**config.mk**
```make
export PLATFORM = sky130hd
export DESIGN_NAME = mc_controller
export DESIGN_NICKNAME = d
export VERILOG_FILES = /design/src/rtl/mc_ctrl_pkg.sv /design/src/rtl/mc_aludec.sv /design/src/rtl/mc_controller.sv
export SDC_FILE = /design/constraint.sdc
export NUM_CORES = 1
export LEC_CHECK = 0
export ABC_CLOCK_PERIOD_IN_PS = 2310
export BUFFER_PORTS_ARGS = -buffer_cell sky130_fd_sc_hd__buf_2
export CORE_MARGIN = 8
export CORE_UTILIZATION = 50
export DETAILED_ROUTE_END_ITERATION = 8
export GPL_TIMING_DRIVEN = 1
export HOLD_SLACK_MARGIN = 0.05
export PLACE_DENSITY = 0.87
export SYNTH_ARGS = -nofsm -noshare
export SYNTH_HDL_FRONTEND = slang
export SYNTH_SLANG_ARGS = --single-unit
```
**constraint.sdc**
```tcl
create_clock -name clk -period 2.31 [get_ports clk]
set_clock_uncertainty 0.1 [all_clocks]
set_input_delay 0.462 -clock clk [delete_from_list [all_inputs] [get_ports clk]]
set_output_delay 0.462 -clock clk [all_outputs]
set_load 0.02 [all_outputs]
```
**src/rtl/mc_ctrl_pkg.sv**
```systemverilog
// Shared definitions for the multicycle MIPS control FSM: state encoding,
// opcode/funct values, ALU control codes, the ALU-operation class seen by
// the ALU decoder, and small decode helpers.
package mc_ctrl_pkg;

  typedef enum logic [3:0] {
    FETCH,
    DECODE,
    MEMADR,
    MEMREAD,
    MEMWB,
    MEMWRITE,
    EXECUTE,
    ALUWB,
    BRANCH,
    ADDIEX,
    ADDIWB,
    JUMP
  } state_t;

  typedef enum logic [1:0] {
    ADD,
    SUB,
    FUNCT
  } aluop_t;

  localparam logic [5:0] OP_RTYPE = 6'b000000;
  localparam logic [5:0] OP_LW    = 6'b100011;
  localparam logic [5:0] OP_SW    = 6'b101011;
  localparam logic [5:0] OP_BEQ   = 6'b000100;
  localparam logic [5:0] OP_ADDI  = 6'b001000;
  localparam logic [5:0] OP_J     = 6'b000010;

  localparam logic [5:0] FUNCT_ADD = 6'b100000;
  localparam logic [5:0] FUNCT_SUB = 6'b100010;
  localparam logic [5:0] FUNCT_AND = 6'b100100;
  localparam logic [5:0] FUNCT_OR  = 6'b100101;
  localparam logic [5:0] FUNCT_SLT = 6'b101010;

  localparam logic [2:0] ALU_ADD = 3'b010;
  localparam logic [2:0] ALU_SUB = 3'b110;
  localparam logic [2:0] ALU_AND = 3'b000;
  localparam logic [2:0] ALU_OR  = 3'b001;
  localparam logic [2:0] ALU_SLT = 3'b111;

  // States that stall on the memory-ready handshake.
  function automatic logic is_wait_state(input state_t s);
    return (s == FETCH) || (s == MEMREAD) || (s == MEMWRITE);
  endfunction

endpackage

```
**src/rtl/mc_aludec.sv**
```systemverilog
// ALU decoder: maps the ALU-operation class and the R-type funct field to
// the 3-bit ALU control code.
//   aluop       : ADD / SUB forced by the FSM, FUNCT = use funct field
//   funct       : instruction[5:0]
//   alucontrol  : ALU operation code (add when nothing else applies)
//   funct_valid : funct is one of the supported R-type operations
module mc_aludec
  import mc_ctrl_pkg::*;
(
  input  aluop_t     aluop,
  input  logic [5:0] funct,
  output logic [2:0] alucontrol,
  output logic       funct_valid
);

  logic [2:0] funct_code;

  // NOTE: every combinational output gets a default before the case so no
  // path leaves it unassigned, which would otherwise infer a latch.
  always_comb begin
    funct_code  = ALU_ADD;
    funct_valid = 1'b1;
    case (funct)
      FUNCT_ADD: funct_code = ALU_ADD;
      FUNCT_SUB: funct_code = ALU_SUB;
      FUNCT_AND: funct_code = ALU_AND;
      FUNCT_OR:  funct_code = ALU_OR;
      FUNCT_SLT: funct_code = ALU_SLT;
      default:   funct_valid = 1'b0;
    endcase
  end

  always_comb begin
    alucontrol = ALU_ADD;
    case (aluop)
      SUB:     alucontrol = ALU_SUB;
      FUNCT:   alucontrol = funct_code;
      default: alucontrol = ALU_ADD;
    endcase
  end

endmodule

```
**src/rtl/mc_controller.sv**
```systemverilog
// Multicycle MIPS control FSM. Sequences the shared-memory datapath one step
// per clock and drives all of its mux selects and write enables.
//   clk, rst         : clock (rising edge), asynchronous active-low reset
//   op, funct, zero  : instruction fields from the IR, ALU zero flag
//   mem_ready        : memory finished the current access this cycle
//   iord .. alucontrol: datapath selects and strobes
//   instr_done       : pulse in the final cycle of a retired instruction
//   illegal          : pulse when op or funct is unsupported
//   mem_timeout      : sticky flag, a memory wait reached TIMEOUT cycles
module mc_controller
  import mc_ctrl_pkg::*;
#(
  parameter int TIMEOUT = 16
) (
  input  logic       clk,
  input  logic       rst,
  input  logic [5:0] op,
  input  logic [5:0] funct,
  input  logic       zero,
  input  logic       mem_ready,
  output logic       iord,
  output logic       memwrite,
  output logic       irwrite,
  output logic       pcen,
  output logic       regwrite,
  output logic       regdst,
  output logic       memtoreg,
  output logic       alusrca,
  output logic [1:0] alusrcb,
  output logic [1:0] pcsrc,
  output logic [2:0] alucontrol,
  output logic       instr_done,
  output logic       illegal,
  output logic       mem_timeout
);

  localparam int             CW         = $clog2(TIMEOUT + 1);
  localparam logic [CW-1:0]  CNT_MAX    = CW'(TIMEOUT);
  localparam logic [CW-1:0]  CNT_LAST   = CW'(TIMEOUT - 1);
  localparam logic [CW-1:0]  CNT_ONE    = CW'(1);

  state_t        state, state_next;
  aluop_t        aluop;
  logic          funct_valid;
  logic          pcwrite, branch;
  logic          irwrite_raw, regwrite_raw, memwrite_raw;
  logic          done_raw, illegal_raw;
  logic [CW-1:0] wait_cnt;

  mc_aludec u_aludec (
    .aluop       (aluop),
    .funct       (funct),
    .alucontrol  (alucontrol),
    .funct_valid (funct_valid)
  );

  // NOTE: sequential state uses non-blocking assignments so every register
  // samples pre-edge values regardless of process ordering.
  always_ff @(posedge clk or negedge rst) begin
    if (!rst) state <= FETCH;
    else      state <= state_next;
  end

  always_comb begin
    state_next = state;
    case (state)
      FETCH:    if (mem_ready) state_next = DECODE;
      DECODE: begin
        case (op)
          OP_LW, OP_SW: state_next = MEMADR;
          OP_RTYPE:     state_next = EXECUTE;
          OP_BEQ:       state_next = BRANCH;
          OP_ADDI:      state_next = ADDIEX;
          OP_J:         state_next = JUMP;
          default:      state_next = FETCH;
        endcase
      end
      MEMADR:   state_next = (op == OP_LW) ? MEMREAD : MEMWRITE;
      MEMREAD:  if (mem_ready) state_next = MEMWB;
      MEMWRITE: if (mem_ready) state_next = FETCH;
      EXECUTE:  state_next = funct_valid ? ALUWB : FETCH;
      ADDIEX:   state_next = ADDIWB;
      default:  state_next = FETCH;
    endcase
  end

  always_comb begin
    iord         = 1'b0;
    memwrite_raw = 1'b0;
    irwrite_raw  = 1'b0;
    pcwrite      = 1'b0;
    branch       = 1'b0;
    regwrite_raw = 1'b0;
    regdst       = 1'b0;
    memtoreg     = 1'b0;
    alusrca      = 1'b0;
    alusrcb      = 2'b00;
    pcsrc        = 2'b00;
    aluop        = ADD;
    done_raw     = 1'b0;
    illegal_raw  = 1'b0;
    case (state)
      FETCH: begin
        alusrcb     = 2'b01;
        irwrite_raw = mem_ready;
        pcwrite     = mem_ready;
      end
      DECODE: begin
        alusrcb     = 2'b11;
        illegal_raw = !(op inside {OP_RTYPE, OP_LW, OP_SW, OP_BEQ, OP_ADDI, OP_J});
      end
      MEMADR, ADDIEX: begin
        alusrca = 1'b1;
        alusrcb = 2'b10;
      end
      MEMREAD:  iord = 1'b1;
      MEMWB: begin
        memtoreg     = 1'b1;
        regwrite_raw = 1'b1;
        done_raw     = 1'b1;
      end
      MEMWRITE: begin
        iord         = 1'b1;
        memwrite_raw = 1'b1;
        done_raw     = mem_ready;
      end
      EXECUTE: begin
        alusrca     = 1'b1;
        aluop       = FUNCT;
        illegal_raw = !funct_valid;
      end
      ALUWB: begin
        regdst       = 1'b1;
        regwrite_raw = 1'b1;
        done_raw     = 1'b1;
      end
      BRANCH: begin
        alusrca  = 1'b1;
        aluop    = SUB;
        branch   = 1'b1;
        pcsrc    = 2'b01;
        done_raw = 1'b1;
      end
      ADDIWB: begin
        regwrite_raw = 1'b1;
        done_raw     = 1'b1;
      end
      JUMP: begin
        pcsrc    = 2'b10;
        pcwrite  = 1'b1;
        done_raw = 1'b1;
      end
      default: ;
    endcase
  end

  // Strobes are gated by reset directly so they drop the instant reset is
  // asserted, not at the next edge.
  assign pcen       = rst & (pcwrite | (branch & zero));
  assign irwrite    = rst & irwrite_raw;
  assign regwrite   = rst & regwrite_raw;
  assign memwrite   = rst & memwrite_raw;
  assign instr_done = rst & done_raw;
  assign illegal    = rst & illegal_raw;

  // Wait counter: counts stalled cycles in a wait state, saturating at
  // TIMEOUT. The flag sets on the edge where the count reaches TIMEOUT.
  always_ff @(posedge clk or negedge rst) begin
    if (!rst) begin
      wait_cnt    <= '0;
      mem_timeout <= 1'b0;
    end else if (is_wait_state(state) && !mem_ready) begin
      if (wait_cnt != CNT_MAX)   wait_cnt    <= wait_cnt + CNT_ONE;
      if (wait_cnt >= CNT_LAST)  mem_timeout <= 1'b1;
    end else begin
      wait_cnt <= '0;
    end
  end

endmodule

```
# Yosys cells after proc, flatten, opt, wreduce, memory -nomap -nowiden
# Index checks and enable logic that the tools add are counted.
[classes]
addsub = 1
mul = 0
div_mod_pow = 0
order_cmp = 1
eq_ne = 28
shift = 0
muxes = 26
bitwise = 8
n_reduce_logical = 18
[ops]
columns = ["operator", "count"]
rows = [
  ["== test 6 bit (second input constant)", 7],
  ["case mux 4 bit (7 select lines)", 1],
  ["case mux 4 bit (5 select lines)", 1],
  ["== test 4 x 3 -> 1 bit (second input constant)", 4],
  ["== test 4 bit (second input constant)", 4],
  ["2-to-1 mux 4 bit", 3],
  ["case mux 3 bit (4 select lines)", 1],
  ["2-to-1 mux 5 bit", 2],
  ["OR reduction 5 bit", 2],
  ["2-to-1 mux 1 bit", 9],
  ["== test 4 x 2 -> 1 bit (second input constant)", 2],
  ["case mux 2 bit (2 select lines)", 2],
  ["bitwise AND 1 bit", 7],
  ["== test 6 x 2 -> 1 bit (second input constant)", 1],
  ["== test 6 x 3 -> 1 bit (second input constant)", 1],
  ["== test 6 x 4 -> 1 bit (second input constant)", 1],
  ["logical NOT 6 bit", 1],
  ["2-to-1 mux 3 bit", 2],
  ["inequality test 2 bit (second input constant)", 3],
  ["case mux 1 bit (2 select lines)", 3],
  ["case mux 2 bit (3 select lines)", 1],
  ["case mux 3 bit (2 select lines)", 1],
  ["nonzero test 6 bit", 1],
  ["OR reduction 2 bit", 3],
  ["other kinds (16)", 19],
]
[word_totals]
reg_bits = 10
latch_bits = 0
ram_bits = 0
romBits = 0
output_inout_bits = 18
word_cells = 85
mem_count = 0

# Logic depth before layout (Yosys ltp)
# Gate-level depths: netlist (run 1).
[logic_depth]
depth_word = 6
ltp_mapped = 8

# Modules after synthesis
# A second synthesis (run 1) with hierarchy kept.
[unflattened]
cells_unflattened = 138
hier_area_um2 = 1131.1
[modules_own_cells]
columns = ["module", "instances", "cells_per_inst", "area_per_inst_um2"]
rows = [
  ["mc_controller", 1, 120, 963.4],
  ["mc_aludec", 1, 18, 167.7],
]

# Least setup slack after synthesis (run 1)
# OpenSTA, ideal clock, no wires.
[synth_timing]
path_type = "reg-to-output"
from = "reg state[1]"
to = "out alucontrol[0]"
arrival_time_ns = 1.730
t_required_ns = 1.748
slack_ns = 0.018
stages_incl_launch_ff = 7
n_path_buf = 2
cell_sequence = "dfrtp_1 -> buf_2 -> buf_2 -> nor2_1 -> nand2_1 -> ha_1 -> nor3_1"
[synth_via]
elab_chain_len = 4
elab_cells_between_ends = 6
[synth_lines]
columns = ["element", "line", "rtl"]
rows = [
  ["start, declared", "mc_controller.sv:42", "state_t state, state_next;"],
  ["start signal, assigned", "mc_controller.sv:61", "else state <= state_next;"],
  ["== test 4 bit / == test 4 x 3 -> 1 bit (equally long branches)", "mc_controller.sv:102", "case (state)"],
  ["case mux 2 bit (2 select lines) (*)", "mc_controller.sv:102", ""],
  ["== test 2 bit / == test 2 x 1 -> 1 bit (equally long branches)", "mc_aludec.sv:35", "case (aluop)"],
  ["case mux 3 bit (2 select lines) (*)", "mc_aludec.sv:35", ""],
  ["end, declared", "mc_controller.sv:31", "output logic [2:0] alucontrol,"],
]
# Mark *: on every way between the ends. The rest lies on a longest branch, timed or not.

# Worst setup path after layout (run 1)
[layout_timing]
from = "reg state[0]"
to = "out alucontrol[1]"
# The elaborated chain is that of the path after synthesis.

==> results.yml, run 1 <==
status:
  outcome: "finished, final reports clean"
critical_path:
  endpoint: "alucontrol[1]"
  worstReg2RegEnd: "state[1]"
  rr_worst_depth: 4
  crit_required_ps: 1750
  timing.rr.start: "state[1]"
  worstPathArrival_ps: 1710
  rrSetupSlack_ps: 730
  critPathMaxFanout: 7
  startpoint_type: "register"
  crit_start: "state[0]"
  crit_type: "reg2out"
  endpoint_kind: "output port"
global_route:
  grt_usage_pct: 16.6
  grt_start_max_net_pins: 13
  grt_pass1_wl_um: 4900
  grt_pass1_vias: 1167
  antenna_found_initial: 0
  grt_remaining_overflow: 0
sta:
  layout_worst_path_cycle_share_pct: 98.2
  hold_violations: 0
  worstMarginPinSlew_ps: 504
  hold_ws_ps: 117
  final-setup-viol-count: 0
  rsz0062_at_grt: "true"
  slew_headroom_pct: 66.3
  drv_slew: 0
  fmax_ghz: 0.441
  post-route-min-period_ps: 2270
detailed_routing:
  drt_iter0_drc: 52
  via_per_inst: 5.73
  wire_per_inst_um: 14.9
  drc: 0
  drt_wl_total_um: 3050
  via_count: 1175
  ant_nets: 0
  drt_pass1_iterations: 4
placement:
  post-place-cells: 197
  finalWeightedCongestion: 0.866
  dp_hpwl_um: 2290
  port_buffers: 33
synthesis:
  synth_common_cells: "19 x nor2_1, 10 x dfrtp_1, 8 x inv_1, 8 x nand2_1, 8 x nor2b_1"
  synth_edf_count: 0
  synth_seq_cells: 10
  postSynthCellCount: 134
  ys_types: 41
  syn_area_per_cell_um2: 7.64
  synth-main-ff-cell: "dfrtp_1"
  netlist.area_leader.share_pct: 24.4
  synth_largest_area_cell: "dfrtp_1"
  synthTopCellsByArea: "dfrtp_1 24%, nor2_1 7.0%, ha_1 6.1%"
  syn-num-nets: 155
  yosysWarningCount: 0
  yosysMostFrequentCell: "nor2_1"
  seq_area_frac_synth_pct: 24.4
  synth_area_um2: 1020
  synthArstFlopShare_pct: 100
cells_and_area:
  final_cells: 205
  final_layout_size_suffix_gt1_share_pct: 36.5
  syn_to_final_growth_pct: 36.2
  antennaDiodeCount: 0
  postLayoutCoreUtil_pct: 71.8
  fin_nets: 200
die:
  fp-row-count: 16
  start_util_pct: 52.7
  core_area_um2: 1940
  die_width_um: 61.2
  ios: 34
  die_area_um2: 3750
  die_height_um: 61.2
power:
  seq_power_share_pct: 24.2
  p_clk_share_pct: 15.6
  pwr-share-comb_pct: 60.2
  netSwitchingPower_uw: 450
  p_leak_uw: 0.000627
  vdd_drop_max_v: 0.000446
  swShare_pct: 44.2
  powerDensity_nw_per_um2: 730
  p_int_uw: 567
run:
  cap_viol_max_count: 0
clock_network:
  clk_pin_slew_ps: 70
  clockRootBuffer: "clkbuf_4"
  cts_tree: "yes"
  clkLatencyLatePin_ps: 260
  numCtsBuffers: 3
  htree_levels: 1
  cts_sinks: 10
  clockBufferDepth: 2
min_path:
  hold_class: "in2async"
## repair_timing
| action | in CTS | in global routing |
|---|---|---|
| endpoints found under the setup margin | 3 | 3 |
| pin swaps | 1 | 2 |
| hold buffers | 1 | 0 |
| buffers inserted | 0 | 3 |
| resized for setup | 7 | 9 |
| endpoints found under the hold margin | 2 | 0 |
## state kept, by name (all words and copies together), names as in the netlist
signal and cells:
mem_timeout 1, wait_cnt 5, state 4
## worst max-delay path, stage by stage, from the launching register on
cell     delay, ps
dfrtp_1        420
buf_6          160
nor2_4         130
nand2_2        100
ha_4           260
a211o_1        210
buf_2          160
## cells by family (layout without fill, tap and decap cells)
logic type	after synthesis	after routing	share of synthesized area (%)
xor gates and xnor gates	6	6	5.13
muxes	4	4	4.03
adders and majority gates	5	5	6.11
buffers and inverters	14	58	5.75
AOI/OAI and AO/OA	31	31	21.8
DFF	10	10	24.4
and+or+nand+nor	64	64	32.8
## area by class of cell
cell class              count  area (µm²)
fillers                   163         548
flip-flops and latches     10         253
well taps                  27        33.8
clock buffers               4        36.3
multi-input cells         110         769
inverters                   8        30.0
repair buffers             46         272
## stage by stage
stage | setup slack [ps] | TNS (ps) | area, µm² | power, µW
2_1_floorplan | 17.6 | 0 | 1020 | 603
3_3_place_gp | 246 | 0 | 1260 | 775
3_5_place_dp | 215 | 0 | 1260 | 790
4_1_cts | 10.1 | 0 | 1340 | 972
5_1_grt | -9.67 | -10.5 | 1390 | 1090
6_report | 41.6 | 0 | 1390 | 1020
## how the worst min path moves through the flow
stage                     cells after the start          end  startpoint
after global placement                        1     state[1]         rst
after floorplan                               0  mem_timeout         rst
after CTS                                     2     state[0]         rst
after global routing                          2     state[0]         rst
after detailed placement                      1     state[2]         rst
final                                         2  wait_cnt[4]         rst
## power by group through the flow
stage | Combinational [µW] | Clock, µW | Sequential, µW
6_report | 612 | 158 | 247
5_1_grt | 671 | 169 | 250
4_1_cts | 570 | 160 | 241
3_5_place_dp | 550 | 0 | 240
3_3_place_gp | 539 | 0 | 236
2_1_floorplan | 374 | 0 | 229
## layout by cell type, fill, tap and decap left out, types with 2 or more instances in the layout
cell | Yosys | layout
ha_1 | 5 | 4
nand2b_1 | 5 | 3
inv_1 | 8 | 8
nand4_1 | 2 | 2
mux2i_1 | 3 | 3
nand2b_4 | 0 | 2
and3_1 | 3 | 3
nor2_4 | 0 | 2
o21a_1 | 2 | 2
nor2_1 | 19 | 17
dfrtp_2 | 0 | 2
xnor2_1 | 4 | 4
nand2_1 | 8 | 7
nor3_1 | 7 | 6
a2bb2oi_1 | 2 | 2
dfrtp_1 | 10 | 8
a21oi_1 | 7 | 7
buf_4 | 0 | 12
buf_2 | 5 | 32
o211ai_1 | 2 | 2
xor2_1 | 2 | 2
o31ai_1 | 3 | 3
nor2b_2 | 0 | 2
clkbuf_4 | 0 | 3
o21ai_0 | 4 | 4
nor2b_1 | 8 | 6
nand3_1 | 5 | 5
## routing by layer
metal,part of all wire [%],GRT usage (%)
met5,0,0
met2,50,29.1
met1,45,20.2
met4,1.1,5.65
met3,3.5,1.88
No activity file was read; power rests on OpenSTA's default activity.
==> inputs of run 2 (changes only) <==
--- a/config.mk
+++ b/config.mk
@@ -8,11 +8,11 @@
 export ABC_CLOCK_PERIOD_IN_PS = 2310
 export BUFFER_PORTS_ARGS = -buffer_cell sky130_fd_sc_hd__buf_2
 export CORE_MARGIN = 8
-export CORE_UTILIZATION = 50
+export CORE_UTILIZATION = 51
 export DETAILED_ROUTE_END_ITERATION = 8
-export GPL_TIMING_DRIVEN = 1
 export HOLD_SLACK_MARGIN = 0.05
 export PLACE_DENSITY = 0.87
 export SYNTH_ARGS = -nofsm -noshare
 export SYNTH_HDL_FRONTEND = slang
+export SYNTH_HIERARCHICAL = 1
 export SYNTH_SLANG_ARGS = --single-unit
==> results.yml, run 2 <==
status:
  outcome: "finished, violations left"
  violations: "setup timing"
power:
  p_leak_uw: 0.000700
  vdd_drop_max_v: 0.000487
  power.total_uw: 813
  powerDensity_nw_per_um2: 512
cells_and_area:
  fillCellCount: 166
  stdcell_area_um2: 1590
  fin_nets: 205
  antennaDiodeCount: 0
  reg.largest.list: "wait_cnt (5), state (4), mem_timeout (1)"
  syn_to_final_growth_pct: 40.4
  most-common-layout-cells: "29 x buf_2, 14 x nor3_1, 14 x buf_4"
  final_common_cell: "buf_2"
  final_layout_size_suffix_gt1_share_pct: 42.6
  top_register: "wait_cnt"
  largest_reg_flops: 5
detailed_routing:
  drt_iter0_drc: 49
  drt_pass1_iterations: 4
  drt_wl_total_um: 3550
  ant_nets: 0
  drc: 0
  wire_per_inst_um: 16.8
  via_per_inst: 5.96
  via_count: 1258
synthesis:
  synth_area_um2: 1130
  syn_area_per_cell_um2: 8.20
  yosysMostFrequentCell: "nor3_1"
  synth_largest_area_cell: "dfrtp_1"
  ys_types: 48
  synth-main-ff-cell: "dfrtp_1"
  synthArstFlopShare_pct: 100
  netlist.area_leader.share_pct: 22.1
  synth_edf_count: 0
  synth_common_cells: "15 x nor3_1, 10 x dfrtp_1, 10 x inv_1"
  postSynthCellCount: 138
  synthTopCellsByArea: "dfrtp_1 22%, nor3_1 6.6%, ha_1 5.5%"
  syn-num-nets: 159
  synth_seq_cells: 10
  yosysWarningCount: 6
  seq_area_frac_synth_pct: 22.1
placement:
  dpl_cell_area_um2: 1370
  pre_cts_slack_ps: 47.2
  port_buffers: 33
  finalWeightedCongestion: 0.867
  dp_hpwl_um: 2510
sta:
  slew_headroom_pct: 61.4
  drv_slew: 0
  fin_ws_ps: -56.4
  post-route-min-period_ps: 2370
  fmax_ghz: 0.423
  rsz0062_at_grt: "true"
  hold_violations: 0
  layout_worst_path_cycle_share_pct: 102
  hold_ws_ps: 381
  final-setup-viol-count: 4
  worstMarginPinSlew_ps: 563
die:
  die_width_um: 63.1
  die_area_um2: 3980
  core_area_um2: 2150
  start_util_pct: 52.6
  die_height_um: 63.1
  fp-row-count: 17
  ios: 34
run:
  cap_viol_max_count: 0
clock_network:
  cts_sinks: 10
  htree_levels: 1
  clk_pin_slew_ps: 70
  cts_tree: "yes"
  clkLatencyLatePin_ps: 280
  clockRootBuffer: "clkbuf_4"
  clockBufferDepth: 2
  numCtsBuffers: 3
global_route:
  grt_remaining_overflow: 0
  grt_usage_pct: 17.1
  busiest_layer: "met2"
  antenna_found_initial: 0
  grt_pass1_wl_um: 5740
  grt_use_met2_pct: 31.0
  grt_use_met3_pct: 3.89
  use_met1_pct: 18.9
  grt_pass1_vias: 1230
  grt_start_max_net_pins: 17
critical_path:
  startpoint_type: "register"
  critPathMaxFanout: 7
  crit_required_ps: 1750
  worstPathArrival_ps: 1800
  endpoint_kind: "output port"
  crit_type: "reg2out"
min_path:
  hold_class: "reg2reg"
==> run 2: cell types whose count changed in the layout (fill, tap and decap cells not counted), moves of 3 or more <==
cell	change
a21oi_1	-5
buf_2	-3
buf_6	+6
nor2_1	-14
nor3_1	+8
nor3b_1	+3
==> run 2: what timing repair did <==
item                                    4_1_cts  5_1_grt
pin swaps                                     7        5
hold buffers                                  1        0
endpoints found under the setup margin        5        5
setup buffers                                 8        3
resized for setup                            18        8
hold endpoints to repair                     10        0
==> run 2: area by class of cell <==
type | count | area (µm²) | area share (%)
clock buffers | 4 | 36.3 | 2.29
inverters | 10 | 37.5 | 2.36
multi-input cells | 108 | 887 | 55.9
well taps | 28 | 35.0 | 2.21
repair buffers | 51 | 339 | 21.4
flip-flops and latches | 10 | 253 | 15.9
==> run 2: logic make-up after synthesis <==
logic type      count (synthesis)  share of synthesized area [%]
compound gates                 27                           17.8
xor+xnor                        7                           5.42
fa+ha+maj                       5                           5.53
buf+inv                        20                           8.30
flops                          10                           22.1
mux                             3                           3.10
simple gates                   66                           37.7
==> run 2: through the flow <==
stage | util (%) | TNS (ps) | std cells
3_3_place_gp | 63.9 | 0 | 196
2_1_floorplan | - | -6.62 | 138
6_report | 73.9 | -143 | 211
5_1_grt | 73.9 | -483 | 211
3_5_place_dp | 63.9 | 0 | 196
4_1_cts | 71.3 | -106 | 208
==> run 2: critical path, cell delays in order (launching register included) <==
cell,delay [ps]
dfrtp_2,450
buf_6,150
or4_4,520
a211oi_2,230
buf_4,170
==> run 2: per-layer routing <==
metal	share of wire (%)	vias up
li1	-	597
met5	0	-
met1	38	597
met4	1.9	0
met3	6.3	9
met2	54	55
==> run 2: path summary, 6_finish.rpt <==
check,start,to,slack (ps),depth (start not counted)
setup / recovery,state[1],pcen,-60,4
hold / removal,mem_timeout,mem_timeout,380,2
setup reg to reg,state[2],state[0],570,5
hold reg to reg,mem_timeout,mem_timeout,380,2
max in group asynchronous,rst,state[1],1090,3
min in group asynchronous,rst,wait_cnt[4],700,3
==> run 2: power breakdown <==
| part | switching [µW] | internal, µW | leakage [µW] |
|---|---|---|---|
| Sequential | 22.1 | 193 | 0.000127 |
| Combinational | 243 | 192 | 0.000551 |
| Clock | 66.4 | 96.0 | 0.0000210 |
| Total | 332 | 481 | 0.000700 |
